**config.mk**
```make
export PLATFORM = sky130hd
export DESIGN_NAME = prog_sequencer_flat
export DESIGN_NICKNAME = d
export VERILOG_FILES = /design/src/rtl/sincere_pkg.sv /design/src/rtl/prog_sequencer_if.sv /design/src/rtl/prog_sequencer.sv /design/src/flat_wrapper.sv
export SDC_FILE = /design/constraint.sdc
export NUM_CORES = 1
export LEC_CHECK = 0
export BUFFER_PORTS_ARGS = -buffer_cell sky130_fd_sc_hd__buf_2
export CAP_MARGIN = 0
export CORE_ASPECT_RATIO = 2
export CORE_MARGIN = 5
export CORE_UTILIZATION = 35
export CTS_BUF_LIST = sky130_fd_sc_hd__clkbuf_4
export DETAILED_ROUTE_END_ITERATION = 7
export PLACE_DENSITY = 0.74
export RECOVER_POWER = 50
export SYNTH_ARGS = -nofsm -noshare
export SYNTH_HDL_FRONTEND = slang
export SYNTH_SLANG_ARGS = --single-unit
```
**constraint.sdc**
```tcl
create_clock -name clk -period 2.4 [get_ports clk]
set_input_delay 0.36 -clock clk [delete_from_list [all_inputs] [get_ports clk]]
set_output_delay 0.36 -clock clk [all_outputs]
set_load 0.05 [all_outputs]
```
**src/rtl/sincere_pkg.sv**
```systemverilog
// Shared types and widths for the program sequencer: address/instruction widths,
// instruction field positions and the sequencer state encoding.
package sincere_pkg;

    localparam int ADDR_W  = 4;
    localparam int INSTR_W = 42;

    // Instruction field bit positions (msb/lsb inclusive)
    localparam int TYPE_MSB = 41;
    localparam int TYPE_LSB = 40;
    localparam int OPC_MSB  = 39;
    localparam int OPC_LSB  = 36;
    localparam int A_MSB    = 35;
    localparam int A_LSB    = 24;
    localparam int B_MSB    = 23;
    localparam int B_LSB    = 12;
    localparam int C_MSB    = 11;
    localparam int C_LSB    = 0;

    typedef logic [ADDR_W-1:0]  addr_t;
    typedef logic [INSTR_W-1:0] instr_t;

    typedef enum logic [1:0] {
        S_IDLE  = 2'd0,
        S_FETCH = 2'd1,
        S_ISSUE = 2'd2,
        S_DONE  = 2'd3
    } seq_state_t;

    function automatic logic [1:0] instr_type(input instr_t i);
        return i[TYPE_MSB:TYPE_LSB];
    endfunction

    function automatic logic [3:0] instr_opcode(input instr_t i);
        return i[OPC_MSB:OPC_LSB];
    endfunction

    function automatic logic [11:0] instr_a(input instr_t i);
        return i[A_MSB:A_LSB];
    endfunction

    function automatic logic [11:0] instr_b(input instr_t i);
        return i[B_MSB:B_LSB];
    endfunction

    function automatic logic [11:0] instr_c(input instr_t i);
        return i[C_MSB:C_LSB];
    endfunction

endpackage

```
**src/rtl/prog_sequencer_if.sv**
```systemverilog
// Program-memory address/line bus plus the issue and redirect channels to execute.
interface prog_sequencer_if;
    import sincere_pkg::*;

    logic [ADDR_W-1:0]         pm_addr;
    logic [ADDR_W+INSTR_W-1:0] pm_line;
    logic                      issue_valid;
    logic [INSTR_W-1:0]        issue_instr;
    logic [ADDR_W-1:0]         issue_pc;
    logic                      issue_ready;
    logic                      redirect_valid;
    logic [ADDR_W-1:0]         redirect_pc;

    modport master (
        output pm_addr,
        input  pm_line,
        output issue_valid,
        output issue_instr,
        output issue_pc,
        input  issue_ready,
        input  redirect_valid,
        input  redirect_pc
    );

    modport slave (
        input  pm_addr,
        output pm_line,
        input  issue_valid,
        input  issue_instr,
        input  issue_pc,
        output issue_ready,
        input  redirect_valid,
        input  redirect_pc
    );

endinterface

```
**src/rtl/prog_sequencer.sv**
```systemverilog
// Fetches tagged words from combinational program memory and issues one per handshake;
// 2 cycles start-to-issue and handshake-to-issue, outputs held while issue_ready is low.
module prog_sequencer
    import sincere_pkg::*;
#(
    parameter int PROG_LEN = 7
) (
    input  logic              clk,
    input  logic              rst,
    input  logic              start,
    input  logic              halt_req,
    output logic              busy,
    output logic              done,
    output logic              err,
    prog_sequencer_if.master  bus
);

    localparam logic [ADDR_W:0] PROG_END = (ADDR_W+1)'(PROG_LEN);

    seq_state_t         state;
    logic [ADDR_W-1:0]  pc;
    logic               issue_valid;
    logic [INSTR_W-1:0] issue_instr;
    logic [ADDR_W-1:0]  issue_pc;

    logic [ADDR_W-1:0]  line_tag;
    logic [INSTR_W-1:0] line_instr;
    logic [ADDR_W:0]    next_pc;

    assign line_tag   = bus.pm_line[ADDR_W+INSTR_W-1:INSTR_W];
    assign line_instr = bus.pm_line[INSTR_W-1:0];

    // One extra bit so the top address plus one lands past the program instead of wrapping to 0
    always_comb begin
        next_pc = {1'b0, pc} + (ADDR_W+1)'(1);
        if (bus.redirect_valid) begin
            next_pc = {1'b0, bus.redirect_pc};
        end
    end

    assign bus.pm_addr     = pc;
    assign bus.issue_valid = issue_valid;
    assign bus.issue_instr = issue_instr;
    assign bus.issue_pc    = issue_pc;

    always_ff @(posedge clk) begin
        if (!rst) begin
            state       <= S_IDLE;
            pc          <= '0;
            issue_valid <= 1'b0;
            issue_instr <= '0;
            issue_pc    <= '0;
            busy        <= 1'b0;
            done        <= 1'b0;
            err         <= 1'b0;
        end else begin
            case (state)
                S_IDLE: begin
                    if (start) begin
                        pc    <= '0;
                        state <= S_FETCH;
                        busy  <= 1'b1;
                    end
                end
                S_FETCH: begin
                    if (halt_req) begin
                        state       <= S_DONE;
                        issue_valid <= 1'b0;
                        busy        <= 1'b0;
                        done        <= 1'b1;
                    end else if (line_tag != pc) begin
                        err   <= 1'b1;
                        state <= S_DONE;
                        busy  <= 1'b0;
                        done  <= 1'b1;
                    end else begin
                        issue_instr <= line_instr;
                        issue_pc    <= pc;
                        issue_valid <= 1'b1;
                        state       <= S_ISSUE;
                    end
                end
                S_ISSUE: begin
                    // issue_valid is always set here; a halt wins over any redirect
                    if (halt_req) begin
                        state       <= S_DONE;
                        issue_valid <= 1'b0;
                        busy        <= 1'b0;
                        done        <= 1'b1;
                    end else if (bus.issue_ready) begin
                        issue_valid <= 1'b0;
                        if (next_pc >= PROG_END) begin
                            state <= S_DONE;
                            busy  <= 1'b0;
                            done  <= 1'b1;
                        end else begin
                            pc    <= next_pc[ADDR_W-1:0];
                            state <= S_FETCH;
                        end
                    end
                end
                S_DONE: begin
                    if (start) begin
                        pc    <= '0;
                        err   <= 1'b0;
                        state <= S_FETCH;
                        busy  <= 1'b1;
                        done  <= 1'b0;
                    end
                end
                default: begin
                    state       <= S_IDLE;
                    issue_valid <= 1'b0;
                    busy        <= 1'b0;
                    done        <= 1'b0;
                end
            endcase
        end
    end

endmodule

```
**src/flat_wrapper.sv**
```systemverilog
// flat-port wrapper written by rule: the top's interface ports become plain ports
module prog_sequencer_flat import sincere_pkg::*;
#(
    parameter int PROG_LEN = 7
)
  (clk, rst, start, halt_req, busy, done, err, bus_pm_addr, bus_pm_line, bus_issue_valid, bus_issue_instr, bus_issue_pc, bus_issue_ready, bus_redirect_valid, bus_redirect_pc);
  prog_sequencer_if bus_i ();
  input  logic clk;
  input  logic rst;
  input  logic start;
  input  logic halt_req;
  output logic busy;
  output logic done;
  output logic err;
  output wire logic [$bits(bus_i.pm_addr)-1:0] bus_pm_addr;
  input wire logic [$bits(bus_i.pm_line)-1:0] bus_pm_line;
  output wire logic [$bits(bus_i.issue_valid)-1:0] bus_issue_valid;
  output wire logic [$bits(bus_i.issue_instr)-1:0] bus_issue_instr;
  output wire logic [$bits(bus_i.issue_pc)-1:0] bus_issue_pc;
  input wire logic [$bits(bus_i.issue_ready)-1:0] bus_issue_ready;
  input wire logic [$bits(bus_i.redirect_valid)-1:0] bus_redirect_valid;
  input wire logic [$bits(bus_i.redirect_pc)-1:0] bus_redirect_pc;
  assign bus_pm_addr = bus_i.pm_addr;
  assign bus_i.pm_line = bus_pm_line;
  assign bus_issue_valid = bus_i.issue_valid;
  assign bus_issue_instr = bus_i.issue_instr;
  assign bus_issue_pc = bus_i.issue_pc;
  assign bus_i.issue_ready = bus_issue_ready;
  assign bus_i.redirect_valid = bus_redirect_valid;
  assign bus_i.redirect_pc = bus_redirect_pc;
  prog_sequencer #(.PROG_LEN(PROG_LEN)) u_core (.clk(clk), .rst(rst), .start(start), .halt_req(halt_req), .busy(busy), .done(done), .err(err), .bus(bus_i));
endmodule
```
==> impl_metrics.json <==
{
  "grt_usage_pct": 14.7,
  "crit_fanout": 9,
  "cts_num_sinks": 56,
  "drt-initial-drc-count": 108,
  "yosys.area.top_type_share_pct": 48.2,
  "synth_compound_area_share_pct": 17.1,
  "fin_area_mm2": 0.00294,
  "vias_per_cell": 4.69,
  "min_period_over_period_pct": 85.6,
  "p_leak_nw": 1.10,
  "use_met1_pct": 14.4,
  "grt_max_degree": 47,
  "synthCells": 291,
  "num-fill-cells": 710,
  "start_util_pct": 35.4,
  "status": "finished, final reports clean",
  "ios": 110,
  "synthFlopType": "dfxtp_1",
  "yosysSeqAreaShare_pct": 48.2,
  "final_cell_mix": "nand2_1, dfxtp_1, buf_2",
  "post_dp_cell_area_mm2": 0.00295,
  "cts_tree": "done",
  "cts_buffer_depth": 2,
  "hold_viol": 0,
  "post-place-ws_ns": 0.387,
  "core_mm2": 0.00657,
  "die_area_mm2": 0.00848,
  "synth_simple_gate_area_share_pct": 23.5,
  "path_class": "flip-flop to flip-flop",
  "hpwl_um": 4830,
  "critical_path_required_ns": 2.72,
  "grt.met2_usage_pct": 26.6,
  "gp_congestion": 0.832,
  "power.density_cell_area_mw_per_mm2": 684,
  "async_reset_ff_share_pct": 0,
  "slew_headroom_pct": 48.8,
  "grt_setup_unrepaired": "false",
  "wire_per_inst_um": 12.8,
  "antenna_left": 0,
  "hp-class": "input port to flip-flop",
  "timing.setup.tns_ns": 0,
  "synth_edf_count": 0,
  "holdWs_ns": 0.194,
  "insertion_delay_ns": 0.38,
  "synth_top_family_by_area": "simple AND/OR/NAND/NOR gates",
  "vdd_ir_drop_max_mv": 0.448,
  "end_kind": "flip-flop",
  "cts_resized": 0,
  "yosys.area.top_type": "dfxtp_1",
  "port_buffers": 109,
  "hold_buffers": 0,
  "grt_pass1_vias": 2067,
  "slew_violations": 0,
  "finalNetCount": 454,
  "synth_xor_area_share_pct": 1.88,
  "setup_ws_ns": 0.345,
  "period_needed_ns": 2.06,
  "synthTopCellsByArea": "dfxtp_1, nand2_1, a21oi_1",
  "grt_most_used_layer": "met2",
  "drv_cap": 0,
  "antenna_found_initial": 1,
  "start_kind": "flip-flop",
  "max_freq_ghz": 0.487,
  "ys_ff_latch": 56,
  "drive_gt1_share_pct": 18.1,
  "use_met3_pct": 2.96,
  "via_count": 2261,
  "cts_buffers": 5,
  "synth_fp_nets": 353,
  "synth_cell_types": 38,
  "yosys_warnings": 0,
  "rows": 42,
  "netlist_area_mm2": 0.00233,
  "clkTransAtPathRegs_ns": 0.15,
  "fp.dieH_um": 125,
  "synth.area.mux_share_pct": 0.860,
  "setup_violations": 0,
  "area_delta_synth_final_pct": 26.5,
  "first_pass_iters": 4,
  "die_x_um": 67.7,
  "syn_area_per_cell_um2": 8.00,
  "worst_pin_slew_ns": 0.767,
  "post-route-drc-count": 0,
  "postCtsSetupBuffers": 0,
  "grt_pass1_wl_um": 9560,
  "clock-root-buffer": "clkbuf_4",
  "final_common_cell": "nand2_1",
  "grt_overflow": 0,
  "fin_skew_ns": 0.0114,
  "routed_wl_um": 6190,
  "cts_max_level": 2,
  "synthAdderAreaFrac_pct": 3.23,
  "cp.arrival_ns": 2.37
}
[area by class of cell]
cell class                      count  area [um^2]  area share [%]
Clock buffer                        6         45.0            1.53
Multi-Input combinational cell    209         1090            37.2
Sequential cell                    56         1120            38.1
Clock inverter                      2         11.3           0.383
Antenna cell                        1         2.50          0.0850
Timing Repair Buffer              113          533            18.1
Inverter                            7         26.3           0.893
Tap cell                           88          110            3.74
[per-layer routing]
layer / vias up / wire length, um
met5: - / 0
met4: 0 / 226
met3: 15 / 400
met2: 73 / 3380
met1: 1003 / 2180
li1: 1170 / -
[report_power, final]
| group | switching, W | internal, W | leakage, nW |
|---|---|---|---|
| combinational | 0.000379 | 0.000188 | 0.618 |
| clock | 0.000283 | 0.000124 | 0.0293 |
| sequential | 0.0000561 | 0.000983 | 0.453 |
| total | 0.000718 | 0.00129 | 1.10 |
[registers in the layout, summed over array words and instances (netlist names)]
signal	cells
u_core.bus.issue_pc	4
u_core.busy	1
u_core.done	1
u_core.bus.pm_addr	4
u_core.bus.issue_valid	1
u_core.err	1
u_core.state	2
u_core.bus.issue_instr	42
[cells in the mapped netlist (2+ instances only)]
cell / n
nand2_1: 99
dfxtp_1: 56
a21oi_1: 47
clkbuf_1: 9
inv_1: 7
o21ai_0: 7
ha_1: 6
buf_2: 5
buf_4: 5
nor2_1: 5
a31oi_1: 4
nand2b_1: 4
xor2_1: 4
and3_1: 3
nand3_1: 3
mux2i_1: 2
nand4b_1: 2
nor2b_1: 2
nor3b_1: 2
[metrics by stage]
stage               utilization [%]  cells  total power (W)
finish                         44.8    482          0.00201
global route                   44.8    482          0.00215
CTS                            45.8    481          0.00206
detailed placement             44.9    473          0.00164
global placement               44.9    473          0.00163
floorplan                         -    291          0.00147
[cells by family (layout without fill, tap and decap cells)]
logic type,after synthesis,count (layout)
AND/OR/NAND/NOR,126,126
adder cells (fa/ha/maj),6,6
other,0,1
buffers and inverters,26,128
flip-flops,56,56
XOR/XNOR,5,5
multiplexers,2,2
AO/OA/AOI/OAI,70,70
[worst max-delay path: stages, from the launching register on]
cell,delay [ns]
dfxtp_1,0.55
ha_1,0.24
xnor2_1,0.08
o41ai_1,0.41
o21ai_0,0.21
nand4b_1,0.27
mux2i_1,0.23
[final timing paths]
kind | cells after the start | to | startpoint | slack, ns
worst min-delay path | 3 | u_core.bus.issue_instr[3]$_SDFFE_PN0P_ | bus_pm_line[3] | 0.19
worst max register to register | 6 | u_core.bus.pm_addr[2]$_SDFFE_PN0P_ | u_core.bus.pm_addr[0]$_SDFFE_PN0P_ | 0.34
worst max-delay path | 6 | u_core.bus.pm_addr[2]$_SDFFE_PN0P_ | u_core.bus.pm_addr[0]$_SDFFE_PN0P_ | 0.34
worst min register to register | 2 | u_core.bus.issue_instr[4]$_SDFFE_PN0P_ | u_core.bus.issue_instr[4]$_SDFFE_PN0P_ | 0.47
No activity file was read; power rests on OpenSTA's default activity.
